--- src/rtl/switch_allocator_pkg.sv ---
// rtl/switch_allocator_pkg.sv - shared router constants, port index and output-state types
package switch_allocator_pkg;

    localparam int NUM_PORTS = 5;
    localparam int PORT_W    = $clog2(NUM_PORTS);

    typedef logic [PORT_W-1:0] PORT_IDX_t;

    typedef enum logic {
        OUT_FREE   = 1'b0,
        OUT_LOCKED = 1'b1
    } OUT_STATE_t;

    // Port after p, wrapping at the last port
    function automatic PORT_IDX_t next_port(input PORT_IDX_t p);
        return (int'(p) == NUM_PORTS - 1) ? '0 : p + 1'b1;
    endfunction

endpackage

--- src/rtl/switch_allocator_if.sv ---
// rtl/switch_allocator_if.sv - switch request/ack and crossbar control bundle
interface switch_allocator_if;
    import switch_allocator_pkg::*;

    logic      [NUM_PORTS-1:0] i_req;
    PORT_IDX_t [NUM_PORTS-1:0] i_dest;
    logic      [NUM_PORTS-1:0] i_packet_done;
    logic      [NUM_PORTS-1:0] o_ack;
    PORT_IDX_t [NUM_PORTS-1:0] o_xbar_sel;
    logic      [NUM_PORTS-1:0] o_out_valid;
    logic                      o_dest_err;

    // Input units / crossbar side
    modport master (
        output i_req, i_dest, i_packet_done,
        input  o_ack, o_xbar_sel, o_out_valid, o_dest_err
    );

    // Allocator side
    modport slave (
        input  i_req, i_dest, i_packet_done,
        output o_ack, o_xbar_sel, o_out_valid, o_dest_err
    );

endinterface

--- src/rtl/switch_allocator_rr_arbiter.sv ---
// rtl/switch_allocator_rr_arbiter.sv - combinational round-robin arbiter starting at a pointer
module rr_arbiter #(
    parameter int N = 5,
    parameter int W = (N > 1) ? $clog2(N) : 1
) (
    input  logic [N-1:0] req_i,
    input  logic [W-1:0] ptr_i,
    output logic [N-1:0] gnt_o,
    output logic [W-1:0] gnt_idx_o,
    output logic         any_o
);

    // Scan from ptr_i upward, wrapping, and take the first requester found
    always_comb begin : scan
        int          idx;
        logic [W-1:0] idx_w;
        logic        found;
        gnt_o     = '0;
        gnt_idx_o = '0;
        found     = 1'b0;
        idx       = 0;
        idx_w     = '0;
        for (int k = 0; k < N; k++) begin
            idx = int'(ptr_i) + k;
            if (idx >= N) begin
                idx = idx - N;
            end
            idx_w = W'(idx);
            if (!found && req_i[idx_w]) begin
                found        = 1'b1;
                gnt_o[idx_w] = 1'b1;
                gnt_idx_o    = idx_w;
            end
        end
        any_o = found;
    end

endmodule

--- src/rtl/switch_allocator.sv ---
// rtl/switch_allocator.sv - per-output round-robin wormhole switch allocator
module switch_allocator
    import switch_allocator_pkg::*;
(
    input  logic               clk,
    input  logic               reset_n,
    switch_allocator_if.slave  bus
);

    OUT_STATE_t state_q [NUM_PORTS];
    OUT_STATE_t state_d [NUM_PORTS];
    PORT_IDX_t  owner_q [NUM_PORTS];
    PORT_IDX_t  owner_d [NUM_PORTS];
    PORT_IDX_t  ptr_q   [NUM_PORTS];
    PORT_IDX_t  ptr_d   [NUM_PORTS];

    logic [NUM_PORTS-1:0] owns_q, owns_d;
    logic [NUM_PORTS-1:0] ack_q, ack_d;
    logic                 err_q, err_d;

    logic [NUM_PORTS-1:0] dest_ok;
    logic [NUM_PORTS-1:0] cand    [NUM_PORTS];
    logic [NUM_PORTS-1:0] gnt     [NUM_PORTS];
    PORT_IDX_t            gnt_idx [NUM_PORTS];
    logic [NUM_PORTS-1:0] gnt_any;

    // Per-output candidate vectors: inputs that own a port or were just acked are masked
    always_comb begin
        for (int i = 0; i < NUM_PORTS; i++) begin
            dest_ok[i] = int'(bus.i_dest[i]) < NUM_PORTS;
        end
        for (int o = 0; o < NUM_PORTS; o++) begin
            for (int i = 0; i < NUM_PORTS; i++) begin
                cand[o][i] = bus.i_req[i] && dest_ok[i] &&
                             (bus.i_dest[i] == PORT_IDX_t'(o)) &&
                             !owns_q[i] && !ack_q[i];
            end
        end
    end

    for (genvar o = 0; o < NUM_PORTS; o++) begin : g_arb
        rr_arbiter #(
            .N (NUM_PORTS),
            .W (PORT_W)
        ) u_arb (
            .req_i     (cand[o]),
            .ptr_i     (ptr_q[o]),
            .gnt_o     (gnt[o]),
            .gnt_idx_o (gnt_idx[o]),
            .any_o     (gnt_any[o])
        );
    end

    // Output FSMs: lock on a grant, free on the owner's tail pulse (release beats a new grant)
    always_comb begin
        state_d = state_q;
        owner_d = owner_q;
        ptr_d   = ptr_q;
        owns_d  = owns_q;
        ack_d   = '0;
        err_d   = err_q | (|(bus.i_req & ~dest_ok));
        for (int o = 0; o < NUM_PORTS; o++) begin
            case (state_q[o])
                OUT_FREE: begin
                    if (gnt_any[o]) begin
                        state_d[o] = OUT_LOCKED;
                        owner_d[o] = gnt_idx[o];
                        ack_d      = ack_d | gnt[o];
                        owns_d     = owns_d | gnt[o];
                    end
                end
                OUT_LOCKED: begin
                    if (bus.i_packet_done[owner_q[o]]) begin
                        state_d[o]         = OUT_FREE;
                        ptr_d[o]           = next_port(owner_q[o]);
                        owns_d[owner_q[o]] = 1'b0;
                    end
                end
                default: state_d[o] = OUT_FREE;
            endcase
        end
    end

    // State registers; asynchronous reset drops every lock at once
    always_ff @(posedge clk or negedge reset_n) begin
        if (!reset_n) begin
            for (int o = 0; o < NUM_PORTS; o++) begin
                state_q[o] <= OUT_FREE;
                owner_q[o] <= '0;
                ptr_q[o]   <= '0;
            end
            owns_q <= '0;
            ack_q  <= '0;
            err_q  <= 1'b0;
        end else begin
            state_q <= state_d;
            owner_q <= owner_d;
            ptr_q   <= ptr_d;
            owns_q  <= owns_d;
            ack_q   <= ack_d;
            err_q   <= err_d;
        end
    end

    // Drive crossbar selects, valids, acks and the sticky error flag
    always_comb begin
        bus.o_ack      = ack_q;
        bus.o_dest_err = err_q;
        for (int o = 0; o < NUM_PORTS; o++) begin
            bus.o_xbar_sel[o]  = owner_q[o];
            bus.o_out_valid[o] = (state_q[o] == OUT_LOCKED);
        end
    end

endmodule

--- src/flat_wrapper.sv ---
// flat-port wrapper written by rule: the top's interface ports become plain ports
module switch_allocator_flat import switch_allocator_pkg::*;
  (clk, reset_n, bus_i_req, bus_i_dest, bus_i_packet_done, bus_o_ack, bus_o_xbar_sel, bus_o_out_valid, bus_o_dest_err);
  switch_allocator_if bus_i ();
  input  logic clk;
  input  logic reset_n;
  input wire logic [$bits(bus_i.i_req)-1:0] bus_i_req;
  input wire logic [$bits(bus_i.i_dest)-1:0] bus_i_dest;
  input wire logic [$bits(bus_i.i_packet_done)-1:0] bus_i_packet_done;
  output wire logic [$bits(bus_i.o_ack)-1:0] bus_o_ack;
  output wire logic [$bits(bus_i.o_xbar_sel)-1:0] bus_o_xbar_sel;
  output wire logic [$bits(bus_i.o_out_valid)-1:0] bus_o_out_valid;
  output wire logic [$bits(bus_i.o_dest_err)-1:0] bus_o_dest_err;
  assign bus_i.i_req = bus_i_req;
  assign bus_i.i_dest = bus_i_dest;
  assign bus_i.i_packet_done = bus_i_packet_done;
  assign bus_o_ack = bus_i.o_ack;
  assign bus_o_xbar_sel = bus_i.o_xbar_sel;
  assign bus_o_out_valid = bus_i.o_out_valid;
  assign bus_o_dest_err = bus_i.o_dest_err;
  switch_allocator u_core (.clk(clk), .reset_n(reset_n), .bus(bus_i));
endmodule
--- config.mk ---
export PLATFORM = sky130hd
export DESIGN_NAME = switch_allocator_flat
export DESIGN_NICKNAME = d
export VERILOG_FILES = /design/src/rtl/switch_allocator_pkg.sv /design/src/rtl/switch_allocator_if.sv /design/src/rtl/switch_allocator_rr_arbiter.sv /design/src/rtl/switch_allocator.sv /design/src/flat_wrapper.sv
export SDC_FILE = /design/constraint.sdc
export NUM_CORES = 1
export LEC_CHECK = 0
export ABC_AREA = 0
export CORE_MARGIN = 5
export CORE_UTILIZATION = 32
export CTS_CLUSTER_DIAMETER = 40
export DETAILED_ROUTE_END_ITERATION = 16
export PLACE_DENSITY = 0.56
export SLEW_MARGIN = 20
export SYNTH_ARGS = -nofsm -noshare
export SYNTH_HDL_FRONTEND = slang
export SYNTH_SLANG_ARGS = --single-unit
--- constraint.sdc ---
create_clock -name clk -period 4.7 [get_ports clk]
set_input_delay 0.94 -clock clk [delete_from_list [all_inputs] [get_ports clk]]
set_output_delay 0.94 -clock clk [all_outputs]
set_load 0.005 [all_outputs]
==> results.md, run 1 <==
* Crit Path Category: flop to flop
* Synth Cell Area at 9050 µm²
* # diodes at 0
* TritonCTS Buffers at 5
* Delay-heaviest family, CP: simple AND/OR/NAND/NOR gates
* Reg clk slew, reported paths at about 80 ps
* First-pass GRT wire length at 52,700 µm
* IO Port Bufs at 52
* Min Tclk post-route at 4280 ps
* Via density at 6.04
* Sum of negative setup slack at 0 ps
* Crit path max-delay cell type: dfrtp_1
* Min-delay src: u_core.bus.o_dest_err
* Routed Antenna Nets at 0
* Max-slew headroom at 0.536
* FF-to-FF End: u_core.owns_q[3]
* Post-synthesis sequential area ratio at 0.127
* Synth Register Bits at 46
* Later-pin clock latency in the skew report at 300 ps
* Initial Util at 0.325
* Mapped Nets at 1,338
* Delay of the slowest critical-path stage at 560 ps
* R2R setup slack at approximately 420 ps
* Synth Area in Compound Gates at 0.344
* Critical Path End Type: flop
* Post-synth EDFFs at 0
* Tcrit/Tclk final at 0.911
* Setup violators final at 0
* Drc violations at 0
* Worst Tran Pin Value at 697 ps
* Met3 usage at 0.0206
* Area delta synth->final at 14.1%
* Row Count at between 60 and 70
* Slew Limit Fails at 0
* Post-Synth Adder-Cell Area at 0.0802
* First-pass DRT Iterations at 5
* DIE HEIGHT at ~180 µm
* CTS root buf: clkbuf_16
* Ys flop type: dfrtp_1
* Core Footprint at ~28,000 µm²
* # IOs at 53
* Hold Buf Count CTS at 0
* WL/cell at 19.6 µm
* GR Layer Usage met1 at 0.281
* Synth Area per Inst at 7.20 µm²
* Hold endpoint: u_core.bus.o_dest_err
* Final #Nets at around 1,400
* Startpoint types: flop
* Status: complete, no violations
* Min-Delay Path Depth at 1
* Combinational family with the most area after synthesis: compound AO/OA/AOI/OAI gates
* Vias in the first global route at approximately 9,600
* Worst-path cell chain: inv_1, ha_1, ha_1, nor2b_1, nor2_1, mux2i_1, a211oi_1, a21oi_1, nor3b_2, a21o_1, a31oi_1, nor4_1, a2bb2oi_1
* Post-CTS Resized at 0
* Fill cells at 2,961
* Final hold viol count at 0
* Hold Path Class: flop to flop
* Final WL at 33,200 µm
* GR Util All Layers at 0.206
* Mux cell area share after synthesis at 0.0546
* XOR/XNOR share of the synthesized area at 0.0223
* CTS tree: yes
* CP required at 4860 ps
* Commonest cells after routing, fill and taps aside: nand2_1, nor2_1, a21oi_1, o21ai_0, buf_4
* Post-Syn Instances at 1,256
* Most common cell after layout, fill and taps aside: nand2_1
* Simple-gate share of the synthesized area at 0.324
* DIE AREA at 31,700 µm²
* Max Cap Viol at 0
* Die X-Extent at 178 µm
* Max Fclk at ~230 MHz
* Netlist cell types at 102
* Grt ovf at 0
* Antenna violations before repair at 0
* Crit path arrival time at 4440 ps
* Clock skew at 13.4 ps
* CP bufs+invs at 1
* Layout cell share with drive strength beyond 1 at 0.104
* Grt peak-use layer: met2
* R2R cell count at 13
* Reg2reg start: u_core.ptr_q[1]
* Post-CTS setup buffers at 0
* Synth warn at 0
* First DRT Iteration DRCs at 838
* Pin count of the biggest net entering global routing at 28
* Maximum clock insertion buffer count at 2
* Asr flop ratio synth at 1.00
* Via count at 10,214
* Worst path most repeated cell: ha_1
* H-tree depth at 2
* CTS Sinks at 46
* GP Congestion at 0.973
* RSZ-0062 raised after global routing: no
* Met2 usage at 0.337
* Hpwl dp at 27,000 µm
* CP Max Fanout at 11
metrics by stage:
step | instances | instance area, µm² | setup WS [ps] | utilization | hold slack [ps]
after detailed placement | 1684 | 10200 | 168 | 0.366 | 470
after floorplan | 1256 | 9050 | 829 | - | 465
final | 1691 | 10300 | 421 | 0.371 | 504
after global routing | 1691 | 10300 | 16.6 | 0.371 | 518
after global placement | 1684 | 10200 | 222 | 0.366 | 479
after CTS | 1691 | 10300 | 495 | 0.371 | 497
sequential cells by signal, indices dropped and copies added, names as in the netlist:
register                cells
u_core.bus.o_xbar_sel      15
u_core.ptr_q               15
u_core.owns_q               5
u_core.bus.o_dest_err       1
u_core.bus.o_ack            5
u_core.bus.o_out_valid      5
final cells by class:
class,count,area [µm²],area share
timing repair buffer,108,936,0.0906
clock inverter,1,7.51,0.000727
sequential,46,1150,0.111
tap,378,473,0.0458
clock buffer,6,129,0.0125
inverter,45,169,0.0164
multi-input combinational,1107,7460,0.723
worst reg2reg max path: stages, from the launching register on:
cell and delay [ps]:
dfrtp_1 560, inv_1 180, ha_1 250, ha_1 500, nor2b_1 100, nor2_1 300, mux2i_1 130, a211oi_1 400
a21oi_1 180, nor3b_2 470, a21o_1 380, a31oi_1 140, nor4_1 430, a2bb2oi_1 110
synth_stat cells (11+ instances only):
cell | number | area share
a31oi_1 | 27 | 0.019
nor2b_1 | 31 | 0.021
nor3_1 | 47 | 0.026
inv_1 | 42 | 0.017
and2_1 | 17 | 0.012
nand2b_1 | 27 | 0.019
dfrtp_1 | 46 | 0.13
and3_1 | 18 | 0.012
buf_2 | 20 | 0.011
nor4_1 | 11 | 0.0076
a21oi_1 | 84 | 0.046
nand4_1 | 23 | 0.016
nand3_1 | 50 | 0.028
nor2_1 | 107 | 0.044
a21o_1 | 33 | 0.027
o211ai_1 | 14 | 0.012
or2_2 | 12 | 0.0083
o21ai_0 | 73 | 0.040
clkbuf_1 | 31 | 0.013
mux2i_1 | 23 | 0.025
mux2_2 | 16 | 0.020
a211oi_1 | 24 | 0.020
xnor2_1 | 19 | 0.018
o22ai_1 | 13 | 0.0090
nor3b_1 | 15 | 0.012
nand2_1 | 114 | 0.047
o31ai_1 | 13 | 0.011
ha_1 | 50 | 0.069
metal layers:
metal | wire length (µm) | vias to the layer above
li1 | - | 4941
met3 | 1810 | 66
met5 | 0 | -
met4 | 1300 | 0
met1 | 14900 | 4872
met2 | 15200 | 335
cells by family (layout without fill, tap and decap cells):
kind of cell               after synthesis  in the layout
buffers and inverters                  103            160
muxes                                   44             44
DFF                                     46             46
AOI/OAI and AO/OA                      444            444
adders and majority gates               55             55
and+or+nand+nor                        541            541
xor gates and xnor gates                23             23
worst max path at each step:
| stage | slack, ps | start | end | depth (start not counted) |
|---|---|---|---|---|
| after global placement | 220 | bus_i_dest[10] | u_core.owns_q[1] | 10 |
| after CTS | 500 | u_core.ptr_q[7] | u_core.owns_q[3] | 13 |
| after global routing | 20 | u_core.ptr_q[7] | u_core.owns_q[3] | 13 |
| after floorplan | 830 | u_core.ptr_q[12] | u_core.owns_q[1] | 13 |
| final | 420 | u_core.ptr_q[1] | u_core.owns_q[3] | 13 |
| after detailed placement | 170 | bus_i_dest[10] | u_core.owns_q[1] | 10 |
Power of run 1 is left out: the tool's default activity adds up to more than one toggle a clock period on the data nets, which glitch-free logic cannot reach.
==> run 2, diff against run 1 <==
--- a/config.mk
+++ b/config.mk
@@ -10,7 +10,7 @@
 export CORE_UTILIZATION = 32
 export CTS_CLUSTER_DIAMETER = 40
 export DETAILED_ROUTE_END_ITERATION = 16
-export PLACE_DENSITY = 0.56
+export PLACE_DENSITY = 0.58
 export SLEW_MARGIN = 20
 export SYNTH_ARGS = -nofsm -noshare
 export SYNTH_HDL_FRONTEND = slang
==> constraint.sdc (replaced) <==
create_clock -name clk -period 3.4 [get_ports clk]
set_input_delay 0.68 -clock clk [delete_from_list [all_inputs] [get_ports clk]]
set_output_delay 0.68 -clock clk [all_outputs]
set_load 0.005 [all_outputs]
==> results.md, run 2 (synthesized netlist as in run 1, its figures left out) <==
* H-tree depth at 2 (unchanged)
* Vias in the first global route at 11,271 (was 9,622)
* Antenna violations before repair at 0 (unchanged)
* Initial Util at 0.325 (unchanged)
* Delay of the slowest critical-path stage at 440 ps (was 560 ps)
* Reg clk slew, reported paths at 70 ps (was 80 ps)
* CP required at 3620 ps (was 4860 ps)
* Sum of negative setup slack at -964 ps (was 0 ps)
* First DRT Iteration DRCs at 1,148 (was 838)
* Final hold viol count at 0 (unchanged)
* CTS tree: yes (unchanged)
* WL/cell at 19.1 µm (was 19.6 µm)
* Most common cell after layout, fill and taps aside: buf_4 (was nand2_1)
* GP Congestion at 0.995 (was 0.973)
* Status: finished with violations (was complete, no violations)
* Hpwl dp at 31,500 µm (was 27,000 µm)
* CTS root buf: clkbuf_16 (unchanged)
* Max Fclk at 279 MHz (was 234 MHz)
* Crit path arrival time at 3810 ps (was 4440 ps)
* Routed Antenna Nets at 0 (unchanged)
* Pin count of the biggest net entering global routing at 28 (unchanged)
* RSZ-0062 raised after global routing: yes (was no)
* Crit path max-delay cell type: dfrtp_2 (was dfrtp_1)
* Worst-path cell chain: inv_4, buf_6, ha_4, inv_4, fa_2, or3_4, and2_4, o21ai_4, a32oi_4, nor4b_4, buf_4, or3b_4, a21oi_2, nor2_2, o211ai_1 (was inv_1, ha_1, ha_1, nor2b_1, nor2_1, mux2i_1, a211oi_1, a21oi_1, nor3b_2, a21o_1, a31oi_1, nor4_1, a2bb2oi_1)
* Hold Path Class: input pin to asynchronous set/reset pin (was flop to flop)
* Commonest cells after routing, fill and taps aside: buf_4, nand2_1, nor2_1, a21oi_1, o21ai_0 (was nand2_1, nor2_1, a21oi_1, o21ai_0, buf_4)
* Core Footprint at 27,900 µm² (unchanged)
* Met2 usage at 0.384 (was 0.337)
* Final WL at 39,500 µm (was 33,200 µm)
* Die X-Extent at 178 µm (unchanged)
* GR Layer Usage met1 at 0.325 (was 0.281)
* Min Tclk post-route at 3580 ps (was 4280 ps)
* Later-pin clock latency in the skew report at 310 ps (was 300 ps)
* DIE AREA at 31,700 µm² (unchanged)
* Critical Path End Type: flop (unchanged)
* Violated checks: negative setup slack
* GR Util All Layers at 0.239 (was 0.206)
* Row Count at 61 (unchanged)
* Maximum clock insertion buffer count at 2 (unchanged)
* Via density at 5.77 (was 6.04)
* Worst Tran Pin Value at 737 ps (was 697 ps)
* Worst path most repeated cell: inv_4 (was ha_1)
* Worst Slack Setup Final at -185 ps (was 421 ps)
* First-pass GRT wire length at 60,500 µm (was 52,700 µm)
* # IOs at 53 (unchanged)
* Drc violations at 0 (unchanged)
* Met3 usage at 0.0371 (was 0.0206)
* Grt peak-use layer: met2 (unchanged)
* TritonCTS Buffers at 5 (unchanged)
* Final #Nets at 1,769 (was 1,395)
* Slew Limit Fails at 0 (unchanged)
* Tcrit/Tclk final at 1.05 (was 0.911)
* Max-slew headroom at 0.508 (was 0.536)
* Max Cap Viol at 0 (unchanged)
* First-pass DRT Iterations at 6 (was 5)
* # diodes at 0 (unchanged)
* Layout cell share with drive strength beyond 1 at 0.400 (was 0.104)
* Via count at 11,911 (was 10,214)
* Grt ovf at 0 (unchanged)
* Hold slack final at 438 ps (was 504 ps)
* CTS Sinks at 46 (unchanged)
* Crit Path Category: flop to flop (unchanged)
* Post-place setup slack at -674 ps (was 168 ps)
* DIE HEIGHT at 178 µm (unchanged)
* Clock skew at 6.61 ps (was 13.4 ps)
* Startpoint types: flop (unchanged)
* Hold Buf Count CTS at 0 (unchanged)
* Setup violators final at 11 (was 0)
* IO Port Bufs at 52 (unchanged)
* Area delta synth->final at 58.2% (was 14.1%)
* CP Max Fanout at 4 (was 11)
[run 2: cell types whose count changed in the layout (fill, tap and decap cells not counted), moves of 10 or more]
cell / previous run / this run
a21oi_1: 84 / 71
buf_6: 0 / 19
clkdlybuf4s50_1: 51 / 41
buf_4: 56 / 411
o21ai_0: 73 / 59
o21ai_2: 1 / 11
a21oi_2: 1 / 11
ha_1: 50 / 32
a211oi_1: 24 / 12
[run 2: timing repair]
item,4_1_cts,5_1_grt
resized for setup,88,151
endpoints found under the hold margin,0,0
setup buffers,11,28
pin swaps,30,52
setup endpoints to repair,19,22
[run 2: area by class of cell]
cell class | count | area (µm²)
fillers | 2644 | 13500
multi-input cells | 1107 | 8540
repair buffers | 482 | 3820
flip-flops and latches | 46 | 1160
well taps | 378 | 473
inverters | 45 | 179
clock buffers | 5 | 125
clock inverters | 3 | 21.3
[run 2: through the flow]
stage | area, µm² | instances | util
after floorplan | 9230 | 1256 | -
after global placement | 12900 | 2022 | 0.463
after detailed placement | 12900 | 2022 | 0.463
after CTS | 13500 | 2041 | 0.483
after global routing | 14300 | 2066 | 0.514
final | 14300 | 2066 | 0.514
[run 2: critical path: cells and delay by family (launching register included)]
family / cells / cell delay (ps)
flip-flops: 1 / 440
buffers and inverters: 4 / 380
AND/OR/NAND/NOR: 5 / 1490
adder cells (fa/ha/maj): 2 / 550
AO/OA/AOI/OAI: 4 / 630
[run 2: final timing paths]
path	start	end	slack (ps)	cells past startpoint
max	u_core.ptr_q[6]	u_core.owns_q[0]	-180	15
min	reset_n	u_core.bus.o_xbar_sel[9]	440	1
max reg2reg	u_core.ptr_q[6]	u_core.owns_q[0]	-180	15
min reg2reg	u_core.bus.o_dest_err	u_core.bus.o_dest_err	550	1
max in group asynchronous	reset_n	u_core.ptr_q[11]	2190	2
min in group clk	u_core.bus.o_dest_err	u_core.bus.o_dest_err	550	1
[run 2: layer usage]
metal  routed length (µm)  vias up
met5                    0        -
met4                 1610        0
met3                 2460      102
met2                17800      424
met1                17600     5696
li1                     -     5689
Power of run 2 is left out for the same reason.
